**src/rtl/m7seg_decoder_pkg.sv**
```systemverilog
// Shared seven-segment constants and the active-high hex glyph table (gfedcba order).
package m7seg_decoder_pkg;

    localparam int unsigned SEG_W = 7;

    localparam logic [SEG_W-1:0] SEG_ALL_ON  = 7'h7F;
    localparam logic [SEG_W-1:0] SEG_ALL_OFF = 7'h00;

    localparam logic [SEG_W-1:0] SEG_TABLE [16] = '{
        7'h3F, 7'h06, 7'h5B, 7'h4F, 7'h66, 7'h6D, 7'h7D, 7'h07,
        7'h7F, 7'h6F, 7'h77, 7'h7C, 7'h39, 7'h5E, 7'h79, 7'h71
    };

    function automatic logic [SEG_W-1:0] seg_decode(input logic [3:0] hex);
        return SEG_TABLE[hex];
    endfunction

endpackage

```
**src/rtl/m7seg_display6.sv**
```systemverilog
// Board-level six-digit display: one decoder per nibble of a 24-bit value, digit 0 in the low bits.
module m7seg_display6
    import m7seg_decoder_pkg::*;
#(
    parameter bit ACTIVE_LOW = 1'b1
) (
    input  logic               clk,
    input  logic               rst,
    input  logic               en,
    input  logic               blank,
    input  logic               lamp_test,
    input  logic [23:0]        value,
    output logic [6*SEG_W-1:0] segments
);

    for (genvar g = 0; g < 6; g++) begin : g_digit
        m7seg_decoder #(
            .ACTIVE_LOW(ACTIVE_LOW)
        ) u_digit (
            .clk      (clk),
            .rst      (rst),
            .en       (en),
            .blank    (blank),
            .lamp_test(lamp_test),
            .hex_num  (value[4*g +: 4]),
            .segment  (segments[SEG_W*g +: SEG_W])
        );
    end

endmodule

```
**src/rtl/m7seg_decoder.sv**
```systemverilog
// Registered hex-to-seven-segment decoder with lamp test, blanking and selectable polarity.
module m7seg_decoder
    import m7seg_decoder_pkg::*;
#(
    parameter bit ACTIVE_LOW = 1'b1
) (
    input  logic             clk,
    input  logic             rst,
    input  logic             en,
    input  logic             blank,
    input  logic             lamp_test,
    input  logic [3:0]       hex_num,
    output logic [SEG_W-1:0] segment
);

    localparam logic [SEG_W-1:0] POL_MASK = {SEG_W{ACTIVE_LOW}};

    logic [SEG_W-1:0] lit_pattern;
    logic [SEG_W-1:0] segment_d;
    logic [SEG_W-1:0] segment_q;

    always_comb begin
        lit_pattern = seg_decode(hex_num);
        if (lamp_test) begin
            lit_pattern = SEG_ALL_ON;
        end else if (blank) begin
            lit_pattern = SEG_ALL_OFF;
        end
        // Polarity is applied exactly once, here at the register input.
        segment_d = en ? (lit_pattern ^ POL_MASK) : segment_q;
    end

    always_ff @(posedge clk) begin
        if (rst) begin
            segment_q <= SEG_ALL_OFF ^ POL_MASK;
        end else begin
            segment_q <= segment_d;
        end
    end

    assign segment = segment_q;

endmodule

```
**config.mk**
```make
export PLATFORM = sky130hd
export DESIGN_NAME = m7seg_display6
export DESIGN_NICKNAME = d
export VERILOG_FILES = /design/src/rtl/m7seg_decoder_pkg.sv /design/src/rtl/m7seg_display6.sv /design/src/rtl/m7seg_decoder.sv
export SDC_FILE = /design/constraint.sdc
export NUM_CORES = 1
export LEC_CHECK = 0
export CELL_PAD_IN_SITES_DETAIL_PLACEMENT = 1
export CELL_PAD_IN_SITES_GLOBAL_PLACEMENT = 2
export CORE_MARGIN = 2
export CORE_UTILIZATION = 29
export CTS_CLUSTER_DIAMETER = 150
export CTS_CLUSTER_SIZE = 24
export DETAILED_ROUTE_END_ITERATION = 7
export GPL_TIMING_DRIVEN = 0
export PLACE_DENSITY = 0.82
export RECOVER_POWER = 25
export SYNTH_ARGS = -nofsm -noshare
export SYNTH_HDL_FRONTEND = slang
export SYNTH_SLANG_ARGS = --single-unit
export TNS_END_PERCENT = 1
```
**constraint.sdc**
```tcl
create_clock -name clk -period 1.3 [get_ports clk]
set_input_delay 0.13 -clock clk [delete_from_list [all_inputs] [get_ports clk]]
set_output_delay 0.13 -clock clk [all_outputs]
set_load 0.02 [all_outputs]
```
; ---- Word level (Yosys, flattened, before mapping)
; Memories as Yosys holds them, arrays and structs flattened.
; Index checks and enable logic that the tools add are counted.
; W data, S select, Z words.
[op_classes]
magnitude_cmp = 6
n_mux = 24
bitwise = 12
[ops]
columns = cell, n
row1 = $mux W7, 24
row2 = $not A7 Y7, 6
row3 = $ge A5 B5 Y1 const B, 6
row4 = $not A4 Y5, 6
[word_totals]
reg_bits = 42
rom_bits = 672
input_bits = 29
output_inout_bits = 42
n_memories = 6
[memory_table]
columns = memory, words, word_bits, rd, rd_ports_with_merged_regs, write_ports, line_no
row1 = (name not given), 16, 7, 1, 0, 0, m7seg_decoder_pkg.sv:15  ; return SEG_TABLE[hex];
row2 = (name not given), 16, 7, 1, 0, 0, m7seg_decoder_pkg.sv:15
row3 = (name not given), 16, 7, 1, 0, 0, m7seg_decoder_pkg.sv:15
row4 = (name not given), 16, 7, 1, 0, 0, m7seg_decoder_pkg.sv:15
row5 = (name not given), 16, 7, 1, 0, 0, m7seg_decoder_pkg.sv:15
row6 = (name not given), 16, 7, 1, 0, 0, m7seg_decoder_pkg.sv:15

; ---- Logic depth before layout (Yosys ltp)
[logic_depth]
ltp_word = 7
ltp_mapped = 6
depth_no_buf = 6

; ---- Modules after synthesis
; From an unflattened synthesis, not the netlist that was laid out.
[hier_totals]
cells_unflattened = 364
area_unflattened_um2 = 3080.5
[by_module_without_submodules]
columns = mod, instances, cells_each, area_each_um2, seq_area_each_um2
row1 = m7seg_decoder (g_digit[2].u_digit ...), 4, 61, 521.8, 140.1
row2 = m7seg_decoder (g_digit[0].u_digit ...), 2, 60, 496.7, 140.1

; ---- Worst setup path after synthesis
; OpenSTA, ideal clock, no wires.
[synth_path]
path_kind = input -> register
start = in value[13]
end = reg g_digit[3].u_digit.segment_q[3]
setup_ps = 119
t_arrival_ps = 1057
path_slack_ps = 123
path_stages = 6
path_buffers = 0
cell_sequence = inv_1 -> ha_1 -> or2_2 -> a211oi_1 -> a311o_1 -> o21ai_1
[synth_via]
elab_chain_cells = 7
[synth_rtl]
columns = element, line_no
row1 = start: declaration, m7seg_display6.sv:12  ; input logic [23:0] value,
row2 = $not A4 Y5 (implied by the code), m7seg_decoder_pkg.sv:15
row3 = $mem_v2 Z16 W7, n/a
row4 = $mux W7 (implied by the code) (2 in a row), m7seg_decoder_pkg.sv:15
row5 = $mux W7, m7seg_decoder.sv:26  ; end else if (blank) begin
row6 = $mux W7, m7seg_decoder.sv:24  ; if (lamp_test) begin
row7 = $not A7 Y7 (no source line), n/a
row8 = end signal: assignment, m7seg_decoder.sv:35  ; segment_q <= SEG_ALL_OFF ^ POL_MASK;
row9 = end signal: assignment, m7seg_decoder.sv:37  ; segment_q <= segment_d;
row10 = end: declaration, m7seg_decoder.sv:20  ; logic [SEG_W-1:0] segment_q;
; Every way passes these cells. The select of a mux whose other input is x is not followed.
; A chain may end at the register's enable or synchronous reset.

; ---- Worst setup path after layout
; Ends and elaborated chain as after synthesis.

==> out/results.ini <==
[drt]
ant_nets=0
wl_mm=9.92
viasPerCell=5.11
drc=0
vias=2962
drt_iter0_drc=63
wl_per_cell_um=17.1
first_pass_iters=4

[synthesis]
ys_types=37
yosys_warnings=0
synth_area_sq_mm=0.00299
syn_nets=435
postSynthAreaPerCell_sq_um=8.08
synth_seq_cells=42
synth_cells=370
yosysSeqAreaShare=0.281

[sta]
finalHoldViolCount=0
final-setup-viol-count=0
tightest_slew_ns=0.564
fin_skew_ns=0
final-max-slew-violation-count=0
rsz0062_at_grt=yes
fin_ws_ns=0.0484
fmax_mhz=799
max-slew-margin-rel=0.624
fin_crit_ns=1.25
period_share=0.963

[pwr]
p_leak_nw=1.65
peakVddDrop_v=0.000369
p_per_area_mw_per_mm2=859
power_mw=3.33

[global_route]
grt_pass1_wl_mm=16.1
antenna_found_initial=0
grt_max_degree=13
grt_overflow=0
grt_use_total=0.180
grt_pass1_vias=3071

[worst_setup_path]
path_max_fanout=5
worstPathArrival_ns=1.45
cp.required_ns=1.50
start_kind=input pin
criticalPathCategory=input pin to register
r2r_slack_ns=0.51
cp-end-kind=register

[final_layout]
nFillCells=1265
largest_reg_flops=42
final_nets=509
drive_gt1_frac=0.115
syn_to_final_growth_pct=29.8
antenna-diode-count=0

[clocking]
cts_tree=yes
post-cts-setup-buffers=0
cts_inserted_buffers=5
path_clk_slew_ns=0.09
clock_sinks=42
htreeDepth=2
root_buffer=clkbuf_8
clk_path_buf_depth=2
insertion_delay_ns=0.30

[placed_design]
numPortBuffers=67
place_congestion=0.869
hpwlAfterDp_mm=7.41
post-place-ws_ns=-0.644

[die]
die_w_um=106
rows=37
core_sq_mm=0.0102
fp.dieH_um=106
initial_core_util=0.293
pin_count=71
dieArea_sq_mm=0.0111

[min_path]
hold_class=input pin to register

[job]
maxCapViolCount=0

[outcome]
outcome=completed

## cells by family after synthesis
kind of cell,after synthesis,share of synthesized area
xor+xnor,1,0.00293
simple gates,79,0.124
flops,42,0.281
mux,17,0.0590
compound gates,142,0.297
buf+inv,53,0.0850
fa+ha+maj,36,0.151
## layer usage
layer	vias up	wire, um	track usage
met1	1412	4710	0.236
met3	11	232	0.0204
met2	54	4830	0.310
met4	0	148	0.0517
met5	-	0	0
li1	1485	-	-
## cell usage in the layout, fill, tap and decap left out, drive strengths merged, types with 3 or more instances in the layout
| cell | synthesis | routed |
|---|---|---|
| ha | 36 | 36 |
| nand2 | 23 | 23 |
| a21oi | 49 | 49 |
| a211oi | 9 | 9 |
| a221o | 6 | 6 |
| mux2 | 5 | 5 |
| nor3 | 9 | 9 |
| inv | 20 | 20 |
| a41oi | 5 | 5 |
| o311ai | 4 | 4 |
| dfxtp | 42 | 42 |
| nor2 | 23 | 23 |
| o21ai | 40 | 40 |
| clkdlybuf4s50 | 0 | 9 |
| clkdlybuf4s15 | 0 | 3 |
| nor2b | 10 | 10 |
| dlygate4sd2 | 0 | 50 |
| nand3 | 4 | 4 |
| dlymetal6s2s | 0 | 3 |
| a221oi | 10 | 10 |
| buf | 21 | 18 |
| a31oi | 7 | 7 |
| nand2b | 6 | 6 |
| o32ai | 5 | 5 |
| a211o | 3 | 3 |
| clkbuf | 12 | 22 |
| mux2i | 12 | 12 |
## layout make-up
| type | count | area [sq um] | area share |
|---|---|---|---|
| clock buffer | 5 | 68.8 | 0.0177 |
| multi-input combinational | 275 | 1900 | 0.490 |
| inverter | 20 | 77.6 | 0.0200 |
| tap | 136 | 170 | 0.0439 |
| clock inverter | 2 | 10.0 | 0.00258 |
| timing repair buffer | 67 | 607 | 0.156 |
| buffer | 33 | 205 | 0.0529 |
| sequential | 42 | 841 | 0.217 |
## power by group
group	switching, mW	internal (mW)
Sequential	0.0564	1.39
Clock	0.492	0.362
Combinational	0.617	0.415
Total	1.16	2.17
## worst paths after layout
check | startpoint | to | cells after the start
min reg2reg | g_digit[0].u_digit.segment[5] | g_digit[0].u_digit.segment[5] | 2
max | value[13] | g_digit[3].u_digit.segment[3] | 7
min | rst | g_digit[3].u_digit.segment[0] | 2
max reg2reg | g_digit[4].u_digit.segment[3] | g_digit[4].u_digit.segment[3] | 1
## what timing repair did
| action | 4_1_cts | 5_1_grt |
|---|---|---|
| gates resized for setup | 65 | 30 |
| hold buffers | 0 | 0 |
| setup endpoints to repair | 84 | 29 |
## cell usage after synthesis, drive strengths merged
master,n,area [sq um]
nand2,23,86.3
o311ai,4,35.0
dfxtp,42,841
nor3,9,45.0
mux2i,12,120
a311oi,1,8.76
buf,21,130
nor4b,1,8.76
a221oi,10,87.6
nor4,2,18.8
o211ai,2,15.0
nor2b,10,62.6
a41oi,5,43.8
nand3,4,20.0
a31oi,7,43.8
o21ai,40,200
a211oi,9,67.6
mux2,5,56.3
or2,1,6.26
o32ai,5,43.8
clkbuf,12,46.3
a311o,1,10.0
nand2b,6,37.5
a21oi,49,245
a221o,6,60.1
nor2,23,86.3
a211o,3,26.3
xor2,1,8.76
inv,20,77.6
ha,36,450
## metrics by stage
step	util	area (sq um)	std cells	TNS (ns)	hold WS, ns
after global placement	0.376	3830	573	-19.45	0.452
after floorplan	-	2990	370	0	0.289
after CTS	0.378	3850	580	0	0.225
after detailed placement	0.376	3830	573	-19.97	0.457
after global routing	0.381	3880	580	-0.0683	0.226
final	0.381	3880	580	0	0.226
## critical path: stages
cell,delay [ns]
clkdlybuf4s15_2,0.23
inv_1,0.11
ha_1,0.23
or2_2,0.28
a211oi_1,0.24
a311o_1,0.18
o21ai_1,0.06
Power figures use the tool's default switching activity.
